### src/rtl/posit_accum_seq_pkg.sv
// Shared definitions for the ES2 serialized-posit accumulator and its batch sequencer.
// Serialized layout: {sgn, scale[7:0], fraction[26:0], inf, zero}.
package posit_defines;

  localparam int POSIT_SERIALIZED_WIDTH_ES2       = 38;
  localparam int POSIT_SERIALIZED_WIDTH_ACCUM_ES2 = 38;
  localparam int ACCUM_LOOP_LAT_ES2               = 17;

  typedef enum logic [1:0] {
    CLEAR,
    ISSUE,
    WAIT,
    OUTPUT
  } accum_seq_state_t;

  function automatic logic posit_is_zero(input logic [POSIT_SERIALIZED_WIDTH_ES2-1:0] p);
    return p[0];
  endfunction

endpackage

### src/rtl/posit_accum_seq_counter.sv
// Loadable saturating down-counter; o_expire flags the last counted cycle (count <= 1).
module accum_wait_counter #(
  parameter int W       = 5,
  parameter int RST_VAL = 1
) (
  input  logic         clk,
  input  logic         rst,
  input  logic         i_load,
  input  logic [W-1:0] i_load_val,
  output logic         o_expire
);

  logic [W-1:0] r_count;

  always_ff @(posedge clk or posedge rst) begin
    if (rst) begin
      r_count <= W'(RST_VAL);
    end else if (i_load) begin
      r_count <= i_load_val;
    end else if (r_count != '0) begin
      r_count <= r_count - 1'b1;
    end
  end

  assign o_expire = (r_count <= W'(1));

endmodule

### src/rtl/posit_accum_seq.sv
// Batch sequencer for positaccum_16_raw: paces operand issue to the feedback loop latency.
// Optional build macro POSIT_ACCUM_SEQ_SKIP_ZERO_EN: zero operands are counted but not issued.
module posit_accum_seq
  import posit_defines::*;
#(
  parameter int LOOP_LAT   = ACCUM_LOOP_LAT_ES2,
  parameter int CLR_CYCLES = 2,
  parameter int CNT_W      = 16
) (
  input  logic                                        clk,
  input  logic                                        rst,
  input  logic                                        s_valid,
  output logic                                        s_ready,
  input  logic [POSIT_SERIALIZED_WIDTH_ES2-1:0]       s_data,
  input  logic                                        s_last,
  output logic [POSIT_SERIALIZED_WIDTH_ES2-1:0]       acc_in1,
  output logic                                        acc_start,
  output logic                                        acc_clr,
  input  logic [POSIT_SERIALIZED_WIDTH_ACCUM_ES2-1:0] acc_result,
  input  logic                                        acc_done,
  output logic                                        m_valid,
  input  logic                                        m_ready,
  output logic [POSIT_SERIALIZED_WIDTH_ACCUM_ES2-1:0] m_data,
  output logic [CNT_W-1:0]                            m_count
);

  localparam int CW = $clog2(((LOOP_LAT > CLR_CYCLES) ? LOOP_LAT : CLR_CYCLES) + 1);

  accum_seq_state_t r_state, w_state_next;

  logic                                        r_last;
  logic                                        r_acc_start;
  logic [POSIT_SERIALIZED_WIDTH_ES2-1:0]       r_acc_in1;
  logic [POSIT_SERIALIZED_WIDTH_ACCUM_ES2-1:0] r_m_data;
  logic [CNT_W-1:0]                            r_m_count;

  logic            w_skip;
  logic            w_accept;
  logic            w_issue;
  logic            w_expire;
  logic            w_cnt_load;
  logic [CW-1:0]   w_cnt_load_val;

`ifdef POSIT_ACCUM_SEQ_SKIP_ZERO_EN
  assign w_skip = posit_is_zero(s_data);
`else
  assign w_skip = 1'b0;
`endif

  assign w_accept = (r_state == ISSUE) && s_valid;
  assign w_issue  = w_accept && !w_skip;

  // One counter serves both countdowns: issue spacing in WAIT, clear length in CLEAR.
  assign w_cnt_load     = w_issue || ((r_state == OUTPUT) && m_ready);
  assign w_cnt_load_val = (r_state == ISSUE) ? CW'(LOOP_LAT - 1) : CW'(CLR_CYCLES);

  accum_wait_counter #(
    .W       (CW),
    .RST_VAL (CLR_CYCLES)
  ) u_wait_counter (
    .clk        (clk),
    .rst        (rst),
    .i_load     (w_cnt_load),
    .i_load_val (w_cnt_load_val),
    .o_expire   (w_expire)
  );

  always_ff @(posedge clk or posedge rst) begin
    if (rst) begin
      r_state <= CLEAR;
    end else begin
      r_state <= w_state_next;
    end
  end

  always_comb begin
    w_state_next = r_state;
    case (r_state)
      CLEAR:   if (w_expire) w_state_next = ISSUE;
      ISSUE: begin
        if (w_issue) begin
          w_state_next = WAIT;
        end else if (w_accept && s_last) begin
          w_state_next = OUTPUT;
        end
      end
      // The last operand waits for its own sum; earlier ones only wait out the loop latency.
      WAIT: begin
        if (r_last) begin
          if (acc_done) w_state_next = OUTPUT;
        end else if (w_expire) begin
          w_state_next = ISSUE;
        end
      end
      OUTPUT:  if (m_ready) w_state_next = CLEAR;
      default: w_state_next = CLEAR;
    endcase
  end

  always_comb begin
    s_ready = (r_state == ISSUE);
    acc_clr = (r_state == CLEAR);
    m_valid = (r_state == OUTPUT);
  end

  always_ff @(posedge clk or posedge rst) begin
    if (rst) begin
      r_last      <= 1'b0;
      r_acc_start <= 1'b0;
      r_acc_in1   <= '0;
      r_m_data    <= '0;
      r_m_count   <= '0;
    end else begin
      r_acc_start <= w_issue;
      if (w_issue) begin
        r_acc_in1 <= s_data;
      end
      if (w_accept) begin
        r_last <= s_last;
        if (r_m_count != '1) r_m_count <= r_m_count + 1'b1;
      end
      if ((w_accept && w_skip && s_last) || ((r_state == WAIT) && r_last && acc_done)) begin
        r_m_data <= acc_result;
      end
      if ((r_state == OUTPUT) && m_ready) begin
        r_m_count <= '0;
      end
    end
  end

  assign acc_start = r_acc_start;
  assign acc_in1   = r_acc_in1;
  assign m_data    = r_m_data;
  assign m_count   = r_m_count;

endmodule

### config.mk
export PLATFORM = sky130hd
export DESIGN_NAME = posit_accum_seq
export DESIGN_NICKNAME = d
export VERILOG_FILES = /design/src/rtl/posit_accum_seq_pkg.sv /design/src/rtl/posit_accum_seq_counter.sv /design/src/rtl/posit_accum_seq.sv
export SDC_FILE = /design/constraint.sdc
export NUM_CORES = 1
export LEC_CHECK = 0
export ABC_CLOCK_PERIOD_IN_PS = 2850
export CELL_PAD_IN_SITES_DETAIL_PLACEMENT = 0
export CELL_PAD_IN_SITES_GLOBAL_PLACEMENT = 1
export CORE_MARGIN = 1.5
export CORE_UTILIZATION = 44
export DETAILED_ROUTE_END_ITERATION = 6
export DONT_BUFFER_PORTS = 1
export GPL_TIMING_DRIVEN = 0
export PLACE_DENSITY = 0.8
export SKIP_LAST_GASP = 1
export SLEW_MARGIN = 20
export SYNTH_ARGS = -nofsm -noshare
export SYNTH_HDL_FRONTEND = slang
export SYNTH_SLANG_ARGS = --single-unit
export TNS_END_PERCENT = 20
### constraint.sdc
create_clock -name clk -period 2.85 [get_ports clk]
set_input_delay 0.285 -clock clk [delete_from_list [all_inputs] [get_ports clk]]
set_output_delay 0.285 -clock clk [all_outputs]
set_load 0.02 [all_outputs]
# Word-level counts from Yosys, hierarchy flattened
# Index checks and enable logic that the tools add are counted.
totals:
  regBits: 101
op_classes:
  n_addsub: 2
  magnitude_cmp: 1
  n_eq_ne: 7
  mux: 13
  n_reduce_logical: 13
op_table:
  columns: ["op", "n"]
  rows:
  - ["2-to-1 mux 16 bit", 3]
  - ["adder 16 x 1 -> 16 bit (second input constant)", 1]
  - ["inequality test 16 bit (second input constant)", 1]
  - ["2-to-1 mux 5 bit", 3]
  - ["2-to-1 mux 2 bit", 6]
  - ["case mux 2 bit (4 select lines)", 1]
  - ["nonzero test 2 bit", 3]
  - ["<= comparator 5 x 1 -> 1 bit (second input constant)", 1]
  - ["logical AND 1 bit", 5]
  - ["nonzero test 5 bit", 1]
  - ["subtractor 5 x 1 -> 5 bit (second input constant)", 1]
  - ["equality test 2 bit (second input constant)", 2]
  - ["inequality test 3 x 1 -> 1 bit (second input constant)", 1]
  - ["inequality test 3 bit (second input constant)", 1]
  - ["AND reduction 3 bit", 1]
  - ["equality test 2 x 1 -> 1 bit (second input constant)", 1]
  - ["zero test 2 bit", 1]
  - ["inequality test 2 x 1 -> 1 bit (second input constant)", 1]
  - ["AND reduction 2 bit", 1]
  - ["logical OR 1 bit", 1]

# Logic depth before layout (Yosys ltp)
# Gate-level depths: netlist (run 1).
logic_depth:
  word_depth: 6
  ltp_mapped: 7
  depth_no_buf: 6

# Hierarchy
# From an unflattened synthesis (run 1), not the netlist that was laid out.
unflattened:
  cells_unflattened: 391
  hier_area_um2: 4235.3
modules_own_cells:
  columns: ["module", "instances", "cells_per_inst", "area_per_inst_um2", "seq_area_each_um2"]
  rows:
  - ["posit_accum_seq", 1, 361, 3930.0, 2402.3]
  - ["accum_wait_counter", 1, 30, 305.3, 126.4]

# Worst setup path before layout (run 1)
# Ideal clock, no wire load.
synth_path:
  path_type: "register -> register"
  start: "register r_m_count[0] (netlist: m_count[0])"
  end: "register r_m_count[14] (netlist: m_count[14])"
  t_arrival_ns: 1.758
  slack_ns: 1.014
  stages_incl_launch_ff: 7
  path_cell_list: "dfrtp_1 -> ha_1 -> buf_2 -> and3_1 -> nand4_2 -> or4b_1 -> a21oi_1"
synth_via:
  elab_chain_cells: 4
synth_rtl:
  columns: ["item", "line", "rtl"]
  rows:
  - ["from (decl)", "posit_accum_seq.sv:35", "logic [CNT_W-1:0] r_m_count;"]
  - ["from (signal assigned)", "posit_accum_seq.sv:120", "if (r_m_count != '1) r_m_count <= r_m_count + 1'b1;"]
  - ["adder 16 x 1 -> 16 bit", "posit_accum_seq.sv:120", null]
  - ["2-to-1 mux 16 bit", "posit_accum_seq.sv:120", null]
  - ["2-to-1 mux 16 bit", "posit_accum_seq.sv:118", "if (w_accept) begin"]
  - ["2-to-1 mux 16 bit", "posit_accum_seq.sv:125", "if ((r_state == OUTPUT) && m_ready) begin"]
# Several ways; a longest one is shown, not always the timed one. The select of a mux whose other input is x is not followed.
# A chain may end at the register's enable or synchronous reset.

# Worst setup path in the final report (run 1)
# Same ends and word-level chain as after synthesis.

==> impl_metrics.py, run 1 <==
metrics = {
    "clocking": {
        "maximum_buffer_depth_of_the_clock_tree": 2,
        "cts-hold-fix-buffers": 1,
        "clkTransAtPathRegs_ps": 100,
        "clock_tree_from_tritoncts": "yes",
        "post_cts_buffers": 0,
        "clock_latency_ps": 370,
        "post_cts_resize_count": 0,
        "tritoncts.num_buffers": 9,
        "cts_num_sinks": 101,
        "h-tree-depth": 3,
        "clock_tree.root_cell": "clkbuf_8",
    },
    "critical_path": {
        "timing.reg2reg.setup_slack_ps": 750,
        "regToRegStartpoint": "m_count[0]",
        "worst-endpoint-required_ps": 3140,
        "timing.critical_path.from": "m_count[0]",
        "critical_path_peak_fanout": 8,
        "worst_setup_path_start_kind": "flip-flop",
        "timing.critical_path.to_type": "flip-flop",
        "timing.critical_path.to": "m_count[14]",
        "arrival_time_of_data_at_the_critical_path_endpoint_ps": 2400,
        "r2r.worst_path.cells": 6,
        "worstSetupPathType": "reg2reg",
        "reg2reg_to": "m_count[14]",
    },
    "floorplanning": {
        "floorplan.io_pins": 178,
        "core_region_area_um2": 9640,
        "floorplan_die_height_um": 102,
        "die_width_um": 102,
        "start_util": 0.449,
        "fp-row-count": 36,
        "die_area_um2": 10400,
    },
    "timing": {
        "worst_slew_pin_slew_ps": 596,
        "max_freq_ghz": 0.475,
        "setup_tns_final_ps": 0,
        "max-slew-margin-rel": 0.599,
        "unrepaired_setup_endpoints_after_global_routing": "false",
        "final-max-slew-violation-count": 0,
        "hold_viol": 0,
        "final.setup_skew_ps": 7.61,
        "setup_viol_count_final": 0,
        "fin_crit_ps": 2100,
        "period_share": 0.738,
    },
    "pwr": {
        "peakVddDrop_uv": 659,
        "power.static_leakage_uw": 0.00208,
        "power_per_cell_area_nw_per_um2": 1170,
    },
    "final_layout": {
        "layoutNonFillerInstCount": 471,
        "num-nets-final": 419,
        "post_route_cells_drive_above_1_share": 0.370,
        "num_antenna_cells": 0,
        "area_delta_synth_final_pct": 11.0,
    },
    "grt": {
        "wire_length_of_the_first_global_routing_pass_um": 13400,
        "antenna_found_initial": 1,
        "grt_pass1_vias": 2563,
        "grt_remaining_overflow": 0,
        "grt_max_degree": 34,
        "gr-usage-all-layers": 0.171,
    },
    "synthesis": {
        "synth.top_cells.by_count": "dfrtp_1 (100), mux2_2 (77), nand2_1 (15)",
        "synth_cell_type_count": 44,
        "syn_nets": 404,
        "synth_area_um2": 4330,
        "fraction_of_registers_with_async_set_reset": 1.00,
        "dominantRegCellSynth": "dfrtp_1",
        "synth-seq-area-share": 0.584,
        "synth_top_cells_by_area": "dfrtp_1 (58%), mux2_2 (20%), a21oi_1 (1.5%)",
        "yosysMostFrequentCell": "dfrtp_1",
        "syn_inst_count": 318,
        "biggest_area_consumer_among_synthesized_cells": "dfrtp_1",
        "synth_seq_cells": 101,
        "synth_top_area_frac": 0.578,
        "synth_enable_flop_cells": 0,
        "synthesized_area_per_cell_um2": 13.6,
        "synth.yosys.warnings": 0,
    },
    "min_path": {
        "hold_path.class": "in2reg",
    },
    "placement": {
        "port_buffers": 0,
        "placed_cells_incl_taps": 454,
        "detailed_placement_wirelength_estimate_um": 6550,
        "place_congestion": 0.774,
    },
    "drt": {
        "routed_wl_um": 8940,
        "vias_per_cell": 5.50,
        "drc": 0,
        "drt_iter0_drc": 48,
        "drtAntennaViolNets": 0,
        "routed_wire_length_per_instance_um": 19.0,
        "dr.pass1.iters": 4,
        "dr_total_vias": 2589,
    },
    "flow_run": {
        "cap_viol_max_count": 0,
    },
    "outcome": {
        "status": "finished, final reports clean",
    },
}
[metal layers]
metal,GRT usage,wire length [um],up-vias,share of wire
met2,0.260,4410,121,0.49
met5,0,13,-,0.0015
li1,-,-,1172,-
met4,0.0790,140,2,0.016
met3,0.0739,926,13,0.10
met1,0.210,3450,1281,0.39
[cells by family (layout without fill, tap and decap cells)]
family | after synthesis | in the layout | share of synthesized area
AOI/OAI and AO/OA | 35 | 35 | 0.0520
DFF | 101 | 101 | 0.584
muxes | 85 | 85 | 0.221
xor gates and xnor gates | 3 | 3 | 0.00607
and+or+nand+nor | 63 | 63 | 0.0939
buffers and inverters | 27 | 47 | 0.0312
adders and majority gates | 4 | 4 | 0.0116
[state kept, by name, summed over array words and instances (netlist names)]
signal	cells
acc_in1	38
m_data	38
m_count	16
u_wait_counter.r_count	5
r_state	2
acc_start	1
r_last	1
[stage by stage]
stage / hold WS, ps / cell area (um^2) / setup slack [ps] / utilization / power (uW)
3_5_place_dp: 244 / 4570 / 720 / 0.474 / 4620
2_1_floorplan: 418 / 4330 / 1010 / - / 4260
3_3_place_gp: 436 / 4500 / 760 / 0.467 / 4540
6_report: 55.8 / 4810 / 746 / 0.499 / 5600
5_1_grt: 25.8 / 4810 / 561 / 0.499 / 5920
4_1_cts: 30.8 / 4810 / 705 / 0.499 / 5660
[worst max-delay path: stages, from the launching register on]
cell	delay (ps)
dfrtp_1	540
ha_1	200
buf_2	190
and3_1	190
nand4_2	220
or4b_1	540
a21oi_1	150
[worst min-delay path by stage]
stage	startpoint	end	slack, ps	cells after the start
2_1_floorplan	s_valid	u_wait_counter.r_count[4]	420	2
3_3_place_gp	acc_result[6]	m_data[6]	440	1
3_5_place_dp	rst	m_data[11]	240	1
4_1_cts	acc_result[28]	m_data[28]	30	1
5_1_grt	acc_result[30]	m_data[30]	30	1
6_report	acc_result[28]	m_data[28]	60	1
[layout by cell type (no fill, tap or decap), types with 3 or more instances in the layout]
| cell type | count |
|---|---|
| dfrtp_1 | 100 |
| mux2_2 | 77 |
| nand2_1 | 15 |
| a21oi_1 | 13 |
| inv_1 | 10 |
| buf_2 | 9 |
| clkbuf_8 | 9 |
| nor2_1 | 8 |
| o31ai_1 | 7 |
| nand3_1 | 6 |
| mux2i_1 | 6 |
| or2_2 | 5 |
| or4_1 | 5 |
| clkbuf_1 | 4 |
| o21ai_0 | 4 |
| ha_1 | 4 |
| buf_6 | 3 |
| and3_1 | 3 |
| or3_1 | 3 |
[layout make-up]
cell class | instances | area [um^2]
clock inverters | 7 | 105
repair buffers | 4 | 77.6
inverters | 11 | 45.0
well taps | 133 | 166
plain buffers | 16 | 93.8
fillers | 858 | 4830
clock buffers | 9 | 124
multi-input cells | 190 | 1670
flip-flops and latches | 101 | 2530
[power breakdown]
part	internal, uW	switching (uW)
clock	507	520
sequential	2070	1230
combinational	724	547
total	3300	2290
(Power assumes the default switching activity.)
==> run 2, diff against run 1 <==
--- a/config.mk
+++ b/config.mk
@@ -5,15 +5,16 @@
 export SDC_FILE = /design/constraint.sdc
 export NUM_CORES = 1
 export LEC_CHECK = 0
-export ABC_CLOCK_PERIOD_IN_PS = 2850
+export ABC_AREA = 1
+export ABC_CLOCK_PERIOD_IN_PS = 1950
 export CELL_PAD_IN_SITES_DETAIL_PLACEMENT = 0
 export CELL_PAD_IN_SITES_GLOBAL_PLACEMENT = 1
 export CORE_MARGIN = 1.5
-export CORE_UTILIZATION = 44
+export CORE_UTILIZATION = 46
 export DETAILED_ROUTE_END_ITERATION = 6
 export DONT_BUFFER_PORTS = 1
 export GPL_TIMING_DRIVEN = 0
-export PLACE_DENSITY = 0.8
+export PLACE_DENSITY = 0.83
 export SKIP_LAST_GASP = 1
 export SLEW_MARGIN = 20
 export SYNTH_ARGS = -nofsm -noshare
==> constraint.sdc (replaced) <==
create_clock -name clk -period 1.95 [get_ports clk]
set_input_delay 0.195 -clock clk [delete_from_list [all_inputs] [get_ports clk]]
set_output_delay 0.195 -clock clk [all_outputs]
set_load 0.02 [all_outputs]
==> run 2 against run 1 <==
- clock skew fell by 1.8 ps
- sequential share of layout area fell by 8.3 points
- final area rose by 19%
- critical endpoint unchanged
- largest power group unchanged
==> impl_metrics.py, run 2 <==
metrics = {
    "synthesis": {
        "synth_seq_cells": 101,
        "fraction_of_registers_with_async_set_reset": 1.00,
        "synth_top_family_by_area": "simple AND/OR/NAND/NOR gates",
        "synth_compound_area_frac": 0.0381,
        "synth_xor_xnor_area_share": 0.0157,
        "synthSimpleGateAreaFrac": 0.214,
        "synth_area_um2": 4470,
        "synth.top_cells.by_count": "nand2_1 (180), dfrtp_1 (100), nor2_1 (26)",
        "synth_enable_flop_cells": 0,
        "biggest_area_consumer_among_synthesized_cells": "dfrtp_1",
        "synth_cell_type_count": 32,
        "synth-seq-area-share": 0.566,
        "synth_top_cells_by_area": "dfrtp_1 (56%), nand2_1 (15%), mux2_4 (6.7%)",
        "synthesized_area_per_cell_um2": 9.88,
        "post_synth_fa_ha_maj_area_fraction": 0.0112,
        "synth_top_area_frac": 0.560,
        "yosysMostFrequentCell": "nand2_1",
        "syn_nets": 538,
        "dominantRegCellSynth": "dfrtp_1",
        "synth.yosys.warnings": 0,
        "syn_inst_count": 452,
        "synth.area.mux_share": 0.113,
    },
    "grt": {
        "grt_remaining_overflow": 0,
        "gr-usage-all-layers": 0.208,
        "grt_pass1_vias": 3418,
        "grt_max_degree": 37,
        "wire_length_of_the_first_global_routing_pass_um": 16600,
        "antenna_found_initial": 0,
    },
    "timing": {
        "fin_crit_ps": 1750,
        "unrepaired_setup_endpoints_after_global_routing": "false",
        "worst_hold_slack_ps": 49.8,
        "hold_viol": 0,
        "setup_tns_final_ps": 0,
        "setup_viol_count_final": 0,
        "final-max-slew-violation-count": 0,
        "final.setup_skew_ps": 5.85,
        "final.setup.worst_slack_ps": 201,
        "worst_slew_pin_slew_ps": 449,
        "max-slew-margin-rel": 0.699,
        "period_share": 0.897,
        "max_freq_ghz": 0.572,
    },
    "critical_path": {
        "worst_setup_path_start_kind": "flip-flop",
        "timing.critical_path.to_type": "flip-flop",
        "timing.reg2reg.setup_slack_ps": 200,
        "critical_path_peak_fanout": 10,
        "r2r.worst_path.cells": 10,
        "worst-endpoint-required_ps": 2240,
        "regToRegStartpoint": "m_count[0]",
        "arrival_time_of_data_at_the_critical_path_endpoint_ps": 2040,
        "worstSetupPathType": "reg2reg",
        "reg2reg_to": "m_count[14]",
    },
    "pwr": {
        "peakVddDrop_uv": 898,
        "power_per_cell_area_nw_per_um2": 1460,
        "power.static_leakage_uw": 0.00279,
    },
    "floorplanning": {
        "floorplan_die_height_um": 102,
        "core_region_area_um2": 9330,
        "die_area_um2": 10300,
        "die_width_um": 102,
        "start_util": 0.479,
        "floorplan.io_pins": 178,
        "fp-row-count": 35,
    },
    "flow_run": {
        "cap_viol_max_count": 0,
    },
    "placement": {
        "preCtsSetupSlack_ps": 58.5,
        "place_congestion": 0.783,
        "placed_cells_incl_taps": 584,
        "port_buffers": 0,
        "detailed_placement_wirelength_estimate_um": 6920,
    },
    "min_path": {
        "holdPathEnd": "r_state[1]",
        "hold_path.class": "in2reg",
        "worst_hold_startpoint": "s_valid",
        "whs_path_depth": 4,
    },
    "drt": {
        "dr_total_vias": 3396,
        "drtAntennaViolNets": 0,
        "drt_iter0_drc": 74,
        "routed_wl_um": 10500,
        "routed_wire_length_per_instance_um": 15.4,
        "drc": 0,
        "vias_per_cell": 4.99,
        "dr.pass1.iters": 4,
    },
    "final_layout": {
        "fillerInstances": 773,
        "area_delta_synth_final_pct": 27.8,
        "layoutNonFillerInstCount": 680,
        "multi_input_comb_area_um2": 1750,
        "most_frequent_cells_in_the_layout": "nand2_1 (180), dfrtp_1 (98), dlygate4sd3_1 (78)",
        "num-nets-final": 632,
        "post_route_cells_drive_above_1_share": 0.165,
        "ff_latch_area_um2": 2530,
        "num_antenna_cells": 0,
        "layout_commonest_cell": "nand2_1",
    },
    "clocking": {
        "clock_latency_ps": 360,
        "clock_tree_from_tritoncts": "yes",
        "h-tree-depth": 3,
        "tritoncts.num_buffers": 9,
        "clock_tree.root_cell": "clkbuf_8",
        "maximum_buffer_depth_of_the_clock_tree": 2,
        "clkTransAtPathRegs_ps": 90,
        "cts_num_sinks": 101,
    },
    "outcome": {
        "status": "finished, final reports clean",
    },
}
## run 2: worst max path at each step
stage | from | endpoint | slack [ps]
2_1_floorplan | m_count[0] | m_count[0] | 350
3_3_place_gp | rst | acc_in1[10] | 40
3_5_place_dp | m_count[0] | m_count[14] | 60
4_1_cts | m_count[0] | m_count[14] | 40
5_1_grt | m_count[0] | m_count[9] | 30
6_report | m_count[0] | m_count[14] | 200
## run 2: through the flow
step                      utilization  area (um^2)  power, uW
after detailed placement        0.503         4690       6780
after global placement          0.497         4630       6660
after global routing            0.612         5710       8870
after CTS                       0.610         5690       8360
final                           0.612         5710       8350
after floorplan                     -         4470       6220
## run 2: metal layers
metal,GRT usage,share of wire,up-vias
met2,0.359,0.52,127
met4,0.0844,0.023,0
met1,0.236,0.39,1635
li1,-,-,1614
met3,0.0718,0.072,20
met5,0,0,-
## run 2: final cells by class
class                           count  area share
Multi-Input combinational cell    313       0.307
Timing Repair Buffer               83       0.150
Buffer                             15      0.0182
Clock buffer                       10      0.0224
Sequential cell                   101       0.444
Clock inverter                      6      0.0151
Inverter                           23      0.0158
Tap cell                          129      0.0283
## run 2: critical path, stage by stage, from the launching register on
cell     delay (ps)
dfrtp_2         490
ha_2            240
nand2_2          70
nor2_2          100
nand2_1         120
nor2_2          140
nand3_2         100
nand2_4         130
buf_6           160
nand2_1          50
o21ai_0          80
## run 2: timing repair
| action | in CTS | in global routing |
|---|---|---|
| hold buffers | 78 | 0 |
| endpoints found under the setup margin | 0 | 15 |
| endpoints found under the hold margin | 177 | 0 |
| resized for setup | 0 | 3 |
| setup buffers | 0 | 2 |
## run 2: report_power, final
| group | switching, uW | internal, uW |
|---|---|---|
| sequential | 1690 | 2980 |
| combinational | 1120 | 1140 |
| clock | 707 | 724 |
## run 2: cells by family (layout without fill, tap and decap cells)
family                     count (synthesis)  in the layout
and+or+nand+nor                          237            237
DFF                                      101            101
xor gates and xnor gates                   8              8
buffers and inverters                     38            137
muxes                                     38             38
AOI/OAI and AO/OA                         26             26
adders and majority gates                  4              4
==> run 3, diff against run 2 <==
--- a/config.mk
+++ b/config.mk
@@ -14,7 +14,7 @@
 export DETAILED_ROUTE_END_ITERATION = 6
 export DONT_BUFFER_PORTS = 1
 export GPL_TIMING_DRIVEN = 0
-export PLACE_DENSITY = 0.83
+export PLACE_DENSITY_LB_ADDON = 0.1
 export SKIP_LAST_GASP = 1
 export SLEW_MARGIN = 20
 export SYNTH_ARGS = -nofsm -noshare
==> run 3 against run 2 <==
- power rose by 1.4%
- critical path type unchanged
- routed wire length rose by 2.0%
- final area up 0.26%
- via count shrank 1.1%
- hold slack worse by 1.5 ps
- sequential cell count is the same
- global-route usage up 0.29 points
- critical path depth unchanged
- utilization rose by 0.16 points
- non-clock buffer count shrank 2
==> impl_metrics.py, run 3 (same netlist as run 2, synthesis figures left out) <==
metrics = {
    "final_layout": {
        "layout_commonest_cell": "nand2_1",
        "num-nets-final": 630,
        "ff_latch_area_um2": 2530,
        "area_delta_synth_final_pct": 28.1,
        "num_antenna_cells": 0,
        "post_route_cells_drive_above_1_share": 0.161,
        "layoutNonFillerInstCount": 676,
        "multi_input_comb_area_um2": 1760,
        "fillerInstances": 777,
        "most_frequent_cells_in_the_layout": "nand2_1 (180), dfrtp_1 (98), dlygate4sd3_1 (78)",
    },
    "critical_path": {
        "worst-endpoint-required_ps": 2230,
        "arrival_time_of_data_at_the_critical_path_endpoint_ps": 2050,
        "worst_setup_path_start_kind": "flip-flop",
        "worstSetupPathType": "reg2reg",
        "critical_path_peak_fanout": 10,
        "timing.critical_path.to_type": "flip-flop",
    },
    "grt": {
        "wire_length_of_the_first_global_routing_pass_um": 16900,
        "globalRouteMet3Util": 0.0697,
        "antenna_found_initial": 0,
        "grt.met2_usage": 0.373,
        "grt_max_degree": 36,
        "grt_use_met1": 0.243,
        "gr-usage-all-layers": 0.211,
        "grt_remaining_overflow": 0,
        "grt_pass1_vias": 3501,
        "grt_most_used_layer": "met2",
    },
    "floorplanning": {
        "die_width_um": 102,
        "die_area_um2": 10300,
        "start_util": 0.479,
        "floorplan.io_pins": 178,
        "fp-row-count": 35,
        "core_region_area_um2": 9330,
        "floorplan_die_height_um": 102,
    },
    "drt": {
        "vias_per_cell": 4.97,
        "drc": 0,
        "drtAntennaViolNets": 0,
        "routed_wire_length_per_instance_um": 15.8,
        "dr_total_vias": 3359,
        "routed_wl_um": 10700,
        "drt_iter0_drc": 79,
        "dr.pass1.iters": 4,
    },
    "pwr": {
        "logic_pwr_share": 0.266,
        "power.internal_uw": 4960,
        "peakVddDrop_uv": 769,
        "power.net_switching_uw": 3510,
        "power.share.switching": 0.415,
        "pwr-share-seq": 0.549,
        "power_per_cell_area_nw_per_um2": 1480,
        "power_frac_clock": 0.185,
        "power.static_leakage_uw": 0.00279,
    },
    "clocking": {
        "cts_num_sinks": 101,
        "clock_tree_from_tritoncts": "yes",
        "maximum_buffer_depth_of_the_clock_tree": 2,
        "clock_tree.root_cell": "clkbuf_8",
        "h-tree-depth": 3,
        "tritoncts.num_buffers": 9,
        "clock_latency_ps": 360,
        "clkTransAtPathRegs_ps": 90,
        "post_cts_buffers": 0,
    },
    "min_path": {
        "hold_path.class": "in2reg",
    },
    "placement": {
        "port_buffers": 0,
        "place_congestion": 0.782,
        "detailed_placement_wirelength_estimate_um": 6820,
        "placed_cells_incl_taps": 584,
    },
    "timing": {
        "hold_viol": 0,
        "worst_slew_pin_slew_ps": 458,
        "max-slew-margin-rel": 0.695,
        "setup_tns_final_ps": 0,
        "setup_viol_count_final": 0,
        "final.setup_skew_ps": 6.27,
        "final-max-slew-violation-count": 0,
        "max_freq_ghz": 0.563,
        "period_share": 0.911,
        "fin_crit_ps": 1780,
        "unrepaired_setup_endpoints_after_global_routing": "false",
    },
    "flow_run": {
        "cap_viol_max_count": 0,
    },
    "outcome": {
        "status": "finished, final reports clean",
    },
}
run 3: cell type report:
type	instances	area share
flip-flops and latches	101	0.442
repair buffers	81	0.147
plain buffers	15	0.0182
clock inverters	5	0.0192
well taps	129	0.0282
inverters	23	0.0157
multi-input cells	313	0.308
clock buffers	9	0.0216
run 3: path summary, 6_finish.rpt:
path	depth (start not counted)	start	slack [ps]	to
worst max-delay path	10	m_count[0]	170	m_count[15]
min in group asynchronous	3	rst	390	m_data[2]
worst min-delay path	4	s_valid	50	r_state[1]
worst max register to register	10	m_count[0]	170	m_count[15]
max in group asynchronous	4	rst	1110	m_count[0]
worst min register to register	1	u_wait_counter.r_count[2]	540	u_wait_counter.r_count[2]
run 3: metal layers:
metal / share of wire / wire length (um) / vias up
li1: - / - / 1616
met1: 0.39 / 4200 / 1612
met2: 0.52 / 5590 / 117
met3: 0.070 / 743 / 14
met4: 0.012 / 130 / 0
met5: 0 / 0 / -
run 3: power groups by stage:
| stage | Sequential, uW | Combinational (uW) | Clock, uW |
|---|---|---|---|
| detailed placement | 4660 | 2110 | 0 |
| global route | 4770 | 2550 | 1690 |
| global placement | 4660 | 2020 | 0 |
| CTS | 4640 | 2230 | 1610 |
| floorplan | 4460 | 1770 | 0 |
| finish | 4650 | 2250 | 1570 |
run 3: what timing repair did:
item,CTS,global route
pin swaps,0,0
setup endpoints to repair,3,15
gates resized for setup,1,3
endpoints found under the hold margin,143,0
hold buffers,78,0
run 3: per-stage QoR:
stage	worst slack, ps	total power (uW)	area [um^2]	hold WS, ps	util
detailed placement	22.9	6770	4690	161	0.503
floorplan	349	6220	4470	305	-
finish	173	8470	5720	48.3	0.613
CTS	30.1	8480	5710	37.0	0.612
global placement	22.8	6670	4630	306	0.497
global route	4.24	9010	5720	84.8	0.613
run 3: worst max-delay path, stage by stage, from the launching register on:
cell and delay [ps]:
dfrtp_2 510, ha_4 190, nand2_2 60, nor2_2 90
nand2_1 130, nor2_2 160, nand3_2 100, nand2_4 140
buf_6 160, nand2_1 50, o21ai_0 80
